File: src/rtl/dsp_mac_simd.sv
// dsp_mac_simd: LANES-wide signed multiply-accumulate, 3-stage pipeline, frame counting,
// pattern detect and sticky overflow flags. Define DSP_MAC_SAT_EN to saturate P on overflow.
module dsp_mac_simd #(
  parameter int A_WIDTH   = 18,
  parameter int B_WIDTH   = 18,
  parameter int LANES     = 2,
  parameter int ACC_WIDTH = 48,
  parameter int ACC_LEN   = 16,
  parameter logic [ACC_WIDTH-1:0] PATTERN = '0,
  parameter logic [ACC_WIDTH-1:0] MASK    = '0
) (
  input  logic                         clk,
  input  logic                         RST,
  input  logic                         CE,
  input  logic                         in_valid,
  input  logic [LANES*A_WIDTH-1:0]     A,
  input  logic [LANES*B_WIDTH-1:0]     B,
  input  logic                         SUB,
  input  logic                         CLR,
  output logic                         out_valid,
  output logic [LANES*ACC_WIDTH-1:0]   P,
  output logic [LANES-1:0]             PATTERNDETECT,
  output logic [LANES-1:0]             PATTERNBDETECT,
  output logic [LANES-1:0]             OVERFLOW,
  output logic [LANES-1:0]             UNDERFLOW,
  output logic [((ACC_LEN == 0) ? 1 : $clog2(ACC_LEN + 1))-1:0] frame_cnt
);
  localparam int CNT_W   = (ACC_LEN == 0) ? 1 : $clog2(ACC_LEN + 1);
  localparam int M_WIDTH = A_WIDTH + B_WIDTH;
  localparam logic [CNT_W-1:0] CNT_MAX = '1;
  localparam logic [CNT_W-1:0] CNT_LEN = CNT_W'(ACC_LEN);

  logic             s1_valid_q, s1_sub_q, s1_clr_q;
  logic             s2_valid_q, s2_sub_q, s2_clr_q;
  logic [CNT_W-1:0] cnt_q, cnt_d;
  logic             out_valid_q;
  logic             first_s3, done_s3;

  // A completed frame leaves cnt_q at zero, so zero count also covers "previous sample ended a frame".
  always_comb begin
    first_s3 = (cnt_q == '0) || s2_clr_q;
    if (first_s3)
      cnt_d = CNT_W'(1);
    else if (cnt_q == CNT_MAX)
      cnt_d = CNT_MAX;
    else
      cnt_d = cnt_q + CNT_W'(1);
    done_s3 = (ACC_LEN == 0) || (cnt_d == CNT_LEN);
  end

  always_ff @(posedge clk) begin
    if (RST) begin
      s1_valid_q  <= 1'b0;
      s1_sub_q    <= 1'b0;
      s1_clr_q    <= 1'b0;
      s2_valid_q  <= 1'b0;
      s2_sub_q    <= 1'b0;
      s2_clr_q    <= 1'b0;
      cnt_q       <= '0;
      out_valid_q <= 1'b0;
    end else if (CE) begin
      s1_valid_q  <= in_valid;
      s1_sub_q    <= SUB;
      s1_clr_q    <= CLR;
      s2_valid_q  <= s1_valid_q;
      s2_sub_q    <= s1_sub_q;
      s2_clr_q    <= s1_clr_q;
      out_valid_q <= s2_valid_q && done_s3;
      if (s2_valid_q)
        cnt_q <= (done_s3 && ACC_LEN != 0) ? '0 : cnt_d;
    end else begin
      out_valid_q <= 1'b0;
    end
  end

  assign out_valid = out_valid_q;
  assign frame_cnt = cnt_q;

  for (genvar gi = 0; gi < LANES; gi++) begin : g_lane
    logic signed [A_WIDTH-1:0] a_q;
    logic signed [B_WIDTH-1:0] b_q;
    logic signed [M_WIDTH-1:0] m_q;
    logic [ACC_WIDTH-1:0]      p_q, p_d;
    logic [ACC_WIDTH:0]        base, addend, sum;
    logic                      ovf_d, unf_d;
    logic                      ovf_q, unf_q, pd_q, pbd_q;

    // One guard bit: guard and MSB disagreeing means the signed result left the ACC_WIDTH range.
    always_comb begin
      base   = first_s3 ? '0 : {p_q[ACC_WIDTH-1], p_q};
      addend = {{(ACC_WIDTH + 1 - M_WIDTH){m_q[M_WIDTH-1]}}, m_q};
      sum    = s2_sub_q ? (base - addend) : (base + addend);
      ovf_d  = ~sum[ACC_WIDTH] &  sum[ACC_WIDTH-1];
      unf_d  =  sum[ACC_WIDTH] & ~sum[ACC_WIDTH-1];
`ifdef DSP_MAC_SAT_EN
      if (ovf_d)
        p_d = {1'b0, {(ACC_WIDTH-1){1'b1}}};
      else if (unf_d)
        p_d = {1'b1, {(ACC_WIDTH-1){1'b0}}};
      else
        p_d = sum[ACC_WIDTH-1:0];
`else
      p_d = sum[ACC_WIDTH-1:0];
`endif
    end

    always_ff @(posedge clk) begin
      if (RST) begin
        a_q   <= '0;
        b_q   <= '0;
        m_q   <= '0;
        p_q   <= '0;
        ovf_q <= 1'b0;
        unf_q <= 1'b0;
        pd_q  <= &(~PATTERN | MASK);
        pbd_q <= &(PATTERN | MASK);
      end else if (CE) begin
        a_q <= A[gi*A_WIDTH +: A_WIDTH];
        b_q <= B[gi*B_WIDTH +: B_WIDTH];
        m_q <= M_WIDTH'(a_q) * M_WIDTH'(b_q);
        if (s2_valid_q) begin
          p_q   <= p_d;
          ovf_q <= ovf_d | (ovf_q & ~first_s3);
          unf_q <= unf_d | (unf_q & ~first_s3);
          pd_q  <= &(~(p_d ^ PATTERN) | MASK);
          pbd_q <= &((p_d ^ PATTERN) | MASK);
        end
      end
    end

    assign P[gi*ACC_WIDTH +: ACC_WIDTH] = p_q;
    assign PATTERNDETECT[gi]  = pd_q;
    assign PATTERNBDETECT[gi] = pbd_q;
    assign OVERFLOW[gi]       = ovf_q;
    assign UNDERFLOW[gi]      = unf_q;
  end

endmodule
File: config.mk
export PLATFORM = sky130hd
export DESIGN_NAME = dsp_mac_simd
export DESIGN_NICKNAME = d
export VERILOG_FILES = /design/src/rtl/dsp_mac_simd.sv
export SDC_FILE = /design/constraint.sdc
export NUM_CORES = 2
export LEC_CHECK = 0
export CAP_MARGIN = 20
export CELL_PAD_IN_SITES_DETAIL_PLACEMENT = 2
export CELL_PAD_IN_SITES_GLOBAL_PLACEMENT = 2
export CORE_MARGIN = 2
export CORE_UTILIZATION = 36
export DETAILED_ROUTE_END_ITERATION = 16
export GPL_TIMING_DRIVEN = 0
export PLACE_DENSITY_LB_ADDON = 0.2
export SYNTH_ARGS = -nofsm -noshare
export SYNTH_HDL_FRONTEND = slang
export SYNTH_SLANG_ARGS = --single-unit
File: constraint.sdc
create_clock -name clk -period 6.63 [get_ports clk]
set_input_delay 0.9945 -clock clk [delete_from_list [all_inputs] [get_ports clk]]
set_output_delay 0.9945 -clock clk [all_outputs]
set_load 0.02 [all_outputs]
# == Word-level counts from Yosys, hierarchy flattened ==
# Cells that the tools add are included.
# totals
reg_bits,260
inputBits,78
out_inout_bits,110
wordCells,69
# classes
add_sub_neg,5
mul,2
n_eq_ne,2
n_mux,7
bitwise,20
reduce_logical,9
# ops
cell,n
$mux W49,4
$reduce_and A48 Y1,4
$add A49 B49 Y49,2
$sub A49 B49 Y49,2
$not A48 Y48,2
$mul A18 B18 Y36,2
$mux W5,3
$eq A5 B5 Y1 const B,2
$and A1 B1 Y1,8
$not A1 Y1,6
$add A5 B1 Y5 const B,1
$logic_not A5 Y1,1
$or A1 B1 Y1,4
$reduce_and A2 Y1,1
$reduce_or A2 Y1,1
$logic_and A1 B1 Y1,1
$logic_or A1 B1 Y1,1

# == Longest topological paths before layout ==
# logic_depth
ltp_word,8
ltp_mapped,29
mapped_depth_nobuf,27

# == Worst setup path after synthesis ==
# OpenSTA, ideal clock, no wires.
# synth_timing
kind,flip-flop to flip-flop
startpoint,reg g_lane[1].b_q[9]
endpoint,reg g_lane[1].m_q[35]
setup_ps,86
arrival_time_ps,6404
required_ps,6544
setup_slack_ps,141
stages_incl_launch_ff,25
n_path_buf,2
synth_period_minus_slack_ps,6489
cell_sequence,dfxtp_1 > clkbuf_1 > clkbuf_1 > nand2_1 > fa_1 > inv_1 > fa_1 > inv_1 > fa_1 > inv_1 > fa_1 > fa_1 > fa_1 > ha_1 > a21o_1 > a21oi_1 > o21ai_0 > or4_1 > o221a_2 > nand2_1 > o211ai_1 > o41ai_1 > o21ai_0 > xnor2_1 > a211oi_1
# synth_between
elab_chain_len,1
# synth_rtl
element,line_no,rtl
start: declaration,81,logic signed [B_WIDTH-1:0] b_q;
start signal: assignment,119,b_q <= B[gi*B_WIDTH +: B_WIDTH];
$mul A18 B18 Y36,120,m_q <= M_WIDTH'(a_q) * M_WIDTH'(b_q);
end signal: assignment,120,
end: declaration,82,logic signed [M_WIDTH-1:0] m_q;
# Every way passes these cells.
# A chain may end at the register's enable or synchronous reset.

# == Worst setup path after layout ==
# layout_timing
startpoint,reg g_lane[1].b_q[7]
endpoint,reg g_lane[1].m_q[35]
# Same word-level chain as after synthesis.

==> results by group <==
Die
  – Initial Util: 0.362
  – Rows: 125
  – Area of the core: 0.116 mm²
  – Num ports: 188
  – Die area: 0.119 mm²
  – Die width: 345 µm
  – Die height: 345 µm

Yosys
  – Main synth FF type: dfxtp_1
  – Post-synth EDFFs: 0
  – Synth warn: 0
  – Post-synth top area share: 0.315
  – Syn nets: 6010
  – Ranking of synthesized cells by area: fa_1, dfxtp_1, ha_1, inv_1, and2_1
  – Syn Std Cell Area: 0.0419 mm²
  – Synth unique cells: 96
  – Syn avg cell area: 8.41 µm²
  – Synthesized instance count: 4986
  – Post-synthesis sequential area ratio: 0.124
  – Area leader, netlist: fa_1
  – Ys async rst share: 0
  – Synth Register Bits: 260

Clock network
  – H-tree levels: 2
  – CTS tree: built
  – Skew-Pair Late Insertion Delay: 620 ps
  – Sink Count: 260
  – Max clock buf depth: 3
  – Clock-pin slew on the worst setup and hold paths: 70 ps
  – Clk root buf: clkbuf_16
  – Cts bufs inserted: 37

Critical path
  – Cells on worst reg2reg path: 22
  – CP most frequent cell: fa_1
  – Slowest CP cell: fa_2
  – CP bufs+invs: 3
  – Data arrival time of the critical path: 7120 ps
  – Critical path class: register to register
  – Crit path launch type: register
  – CP required: 7100 ps
  – Crit-path max cell delay: 610 ps
  – Worst R2R Start: g_lane[1].b_q[7]
  – CP Capture Type: register
  – FF-to-FF End: g_lane[1].m_q[35]
  – CP max FO: 10
  – Cell family contributing the most delay on the critical path: adder cells
  – Reg2Reg Setup Slack: -20 ps
  – Worst-path cell chain: clkbuf_8, and2_1, fa_1, inv_1, fa_1, inv_1, fa_1, fa_1, fa_1, fa_2, ha_4, a21o_1, a21oi_2, o21ai_2, or4_4, o221a_4, nand2_2, o211ai_1, o41ai_2, o21ai_1, xnor2_2, a211oi_2

Layout
  – Design area: 0.0491 mm²
  – Antenna diodes: 0
  – Most frequent cells in the layout: inv_1, fa_1, nand2_1, nor2_1, and2_1
  – Commonest non-fill, non-tap cell in the layout: inv_1
  – Synthesis-to-layout area growth: 17.2%
  – Nets: 6300
  – Share of cells above drive strength 1: 0.0950
  – Fill cells: 12.9k

Routing
  – DRC violations left: 0
  – Post-Route WL: 174000 µm
  – DR vias: 36.7k
  – Via-per-instance ratio: 5.38
  – WL per Instance: 25.4 µm
  – Post-route ant nets: 0
  – Drt first-iter violations: 1709
  – Initial DRT Pass Iterations: 5

Power and ir drop
  – Clock power frac: 0.229
  – VDD IR max: 0.161 mV
  – Total leakage power: 22.7 nW
  – Pwr per Cell Area: 192 mW/mm²
  – Sw power: 0.00449 W
  – Cell internal pwr: 0.00496 W
  – Comb power frac: 0.568
  – Sw frac: 0.475
  – Seq pwr share: 0.203

Placed design
  – GPL Wtd Cong: 0.901
  – Post-DP HPWL: 138000 µm
  – Buffers on Ports: 187
  – Area of placed instances: 0.0458 mm²
  – Pre-CTS setup slack: -1670 ps

STA
  – Final Hold Fails: 0
  – Worst Clk Skew: 30.0 ps
  – Hold slack: 459 ps
  – # setup viols final: 1
  – Max Freq: 0.150 GHz
  – Slew margin rel.: 0.203
  – Crit path time final: 6650 ps
  – Final WS setup: -21.4 ps
  – Final count of pins violating max slew: 0
  – Fin crit share: 1.00
  – Unrepaired setup endpoints after global routing: yes
  – Worst Tran Pin Value: 1200 ps

Global route
  – Met2 Track Usage GR: 0.526
  – GR Layer Usage met3: 0.0317
  – Remaining global-route overflow: 0
  – Met1 Usage GRT: 0.346
  – Most used routing layer: met2
  – Initial antenna violation count: 6
  – Global-route wire length before repair: 263000 µm
  – Largest net degree at the start of global routing: 20
  – Vias in the first global route: 42.4k
  – Gr usage total: 0.290

Worst hold path
  – HP Class: register to register
  – Hold path startpoint: g_lane[0].pbd_q
  – WHS Endpoint: g_lane[0].pbd_q
  – Hold Path Depth: 1

Run status
  – Status: complete, but fails checks
  – Failing checks: setup timing

Flow run
  – Max-Cap Viols: 0
-- per-stage QoR --
step	power (W)	std cells	utilization	setup TNS, ps
3_5_place_dp	0.00702	6705	0.396	-31000
4_1_cts	0.00934	6772	0.416	-62.3
3_3_place_gp	0.00682	6697	0.395	-24260
2_1_floorplan	0.00533	4986	-	0
5_1_grt	0.0102	6827	0.424	-550
6_report	0.00945	6827	0.424	-21.4
-- repair_timing --
action / in CTS / in global routing
resized for setup: 333 / 180
hold buffers: 0 / 0
pin swaps: 13 / 52
setup buffers: 52 / 56
endpoints found under the setup margin: 47 / 32
-- synth_stat cells, types with 6 or more instances --
cell type  count
buf_2          6
o21bai_1      24
fa_1         660
o311ai_0       6
o2111ai_1      6
nand2b_1      52
nand3_1       53
or4_1         11
o31a_1         6
a21o_1        48
nand4b_1       9
nand2_1      509
a31o_2         8
a21oi_1      303
o31ai_1        7
xnor2_1      177
inv_1        781
mux2i_1      133
nor2_1       417
o41ai_1        6
buf_4          8
or3_1         11
and2_1       408
nand4_1       41
xor2_1        36
nor2b_1       16
o211ai_1      17
o21ai_0       90
a211o_1       11
ha_1         286
and3_1        14
and4_1        10
buf_1         27
o22ai_1       10
o21a_1        22
nor3_1        76
a31oi_1       13
clkbuf_1     211
nor4_1        28
or2_2          9
dfxtp_1      260
nor4b_1        6
nor3b_1       11
a211oi_1      50
-- state kept, by name, summed over array words and instances (netlist names) --
register and cells:
frame_cnt 5, g_lane.a_q 36, g_lane.b_q 36, g_lane.m_q 72, g_lane.ovf_q 2, g_lane.p_q 96, g_lane.pbd_q 2, g_lane.pd_q 2
g_lane.unf_q 2, out_valid 1, s1_clr_q 1, s1_sub_q 1, s1_valid_q 1, s2_clr_q 1, s2_sub_q 1, s2_valid_q 1
-- power groups by stage --
| stage | combinational (W) | clock [W] | sequential [W] |
|---|---|---|---|
| 4_1_cts | 0.00520 | 0.00222 | 0.00192 |
| 5_1_grt | 0.00595 | 0.00227 | 0.00193 |
| 6_report | 0.00537 | 0.00216 | 0.00192 |
| 3_5_place_dp | 0.00512 | 0 | 0.00190 |
| 2_1_floorplan | 0.00349 | 0 | 0.00184 |
| 3_3_place_gp | 0.00493 | 0 | 0.00190 |
-- kinds of logic after synthesis --
group | after synthesis | synth area share
AND/OR/NAND/NOR | 1705 | 0.199
multiplexers | 135 | 0.0323
XOR/XNOR | 214 | 0.0449
flip-flops | 260 | 0.124
buffers and inverters | 1033 | 0.0933
adder cells (fa/ha/maj) | 946 | 0.400
AO/OA/AOI/OAI | 693 | 0.106
-- per-layer routing --
| metal | vias up | routed length (µm) |
|---|---|---|
| met5 | - | 0 |
| li1 | 16400 | - |
| met1 | 19300 | 70600 |
| met2 | 707 | 88500 |
| met4 | 0 | 8270 |
| met3 | 314 | 6190 |
-- how the worst max path moves through the flow --
stage | start | cells after the start | endpoint | slack, ps
finish | g_lane[1].b_q[7] | 22 | g_lane[1].m_q[35] | -20
global route | g_lane[1].b_q[16] | 24 | g_lane[1].m_q[35] | -250
CTS | g_lane[1].b_q[6] | 22 | g_lane[1].m_q[35] | -60
detailed placement | g_lane[1].b_q[4] | 27 | g_lane[1].m_q[35] | -1670
global placement | g_lane[1].b_q[4] | 27 | g_lane[1].m_q[35] | -1370
floorplan | g_lane[1].b_q[9] | 24 | g_lane[1].m_q[35] | 140
-- layout make-up --
cell class                      instances  area, µm²  area share
Buffer                                198       1360      0.0277
Clock buffer                           49       1070      0.0218
Clock inverter                         17        183     0.00372
Inverter                              781       2950      0.0600
Multi-Input combinational cell       3693      33400       0.679
Sequential cell                       260       5450       0.111
Tap cell                             1524       1910      0.0388
Timing Repair Buffer                  305       2860      0.0581
Power figures use the tool's default switching activity.
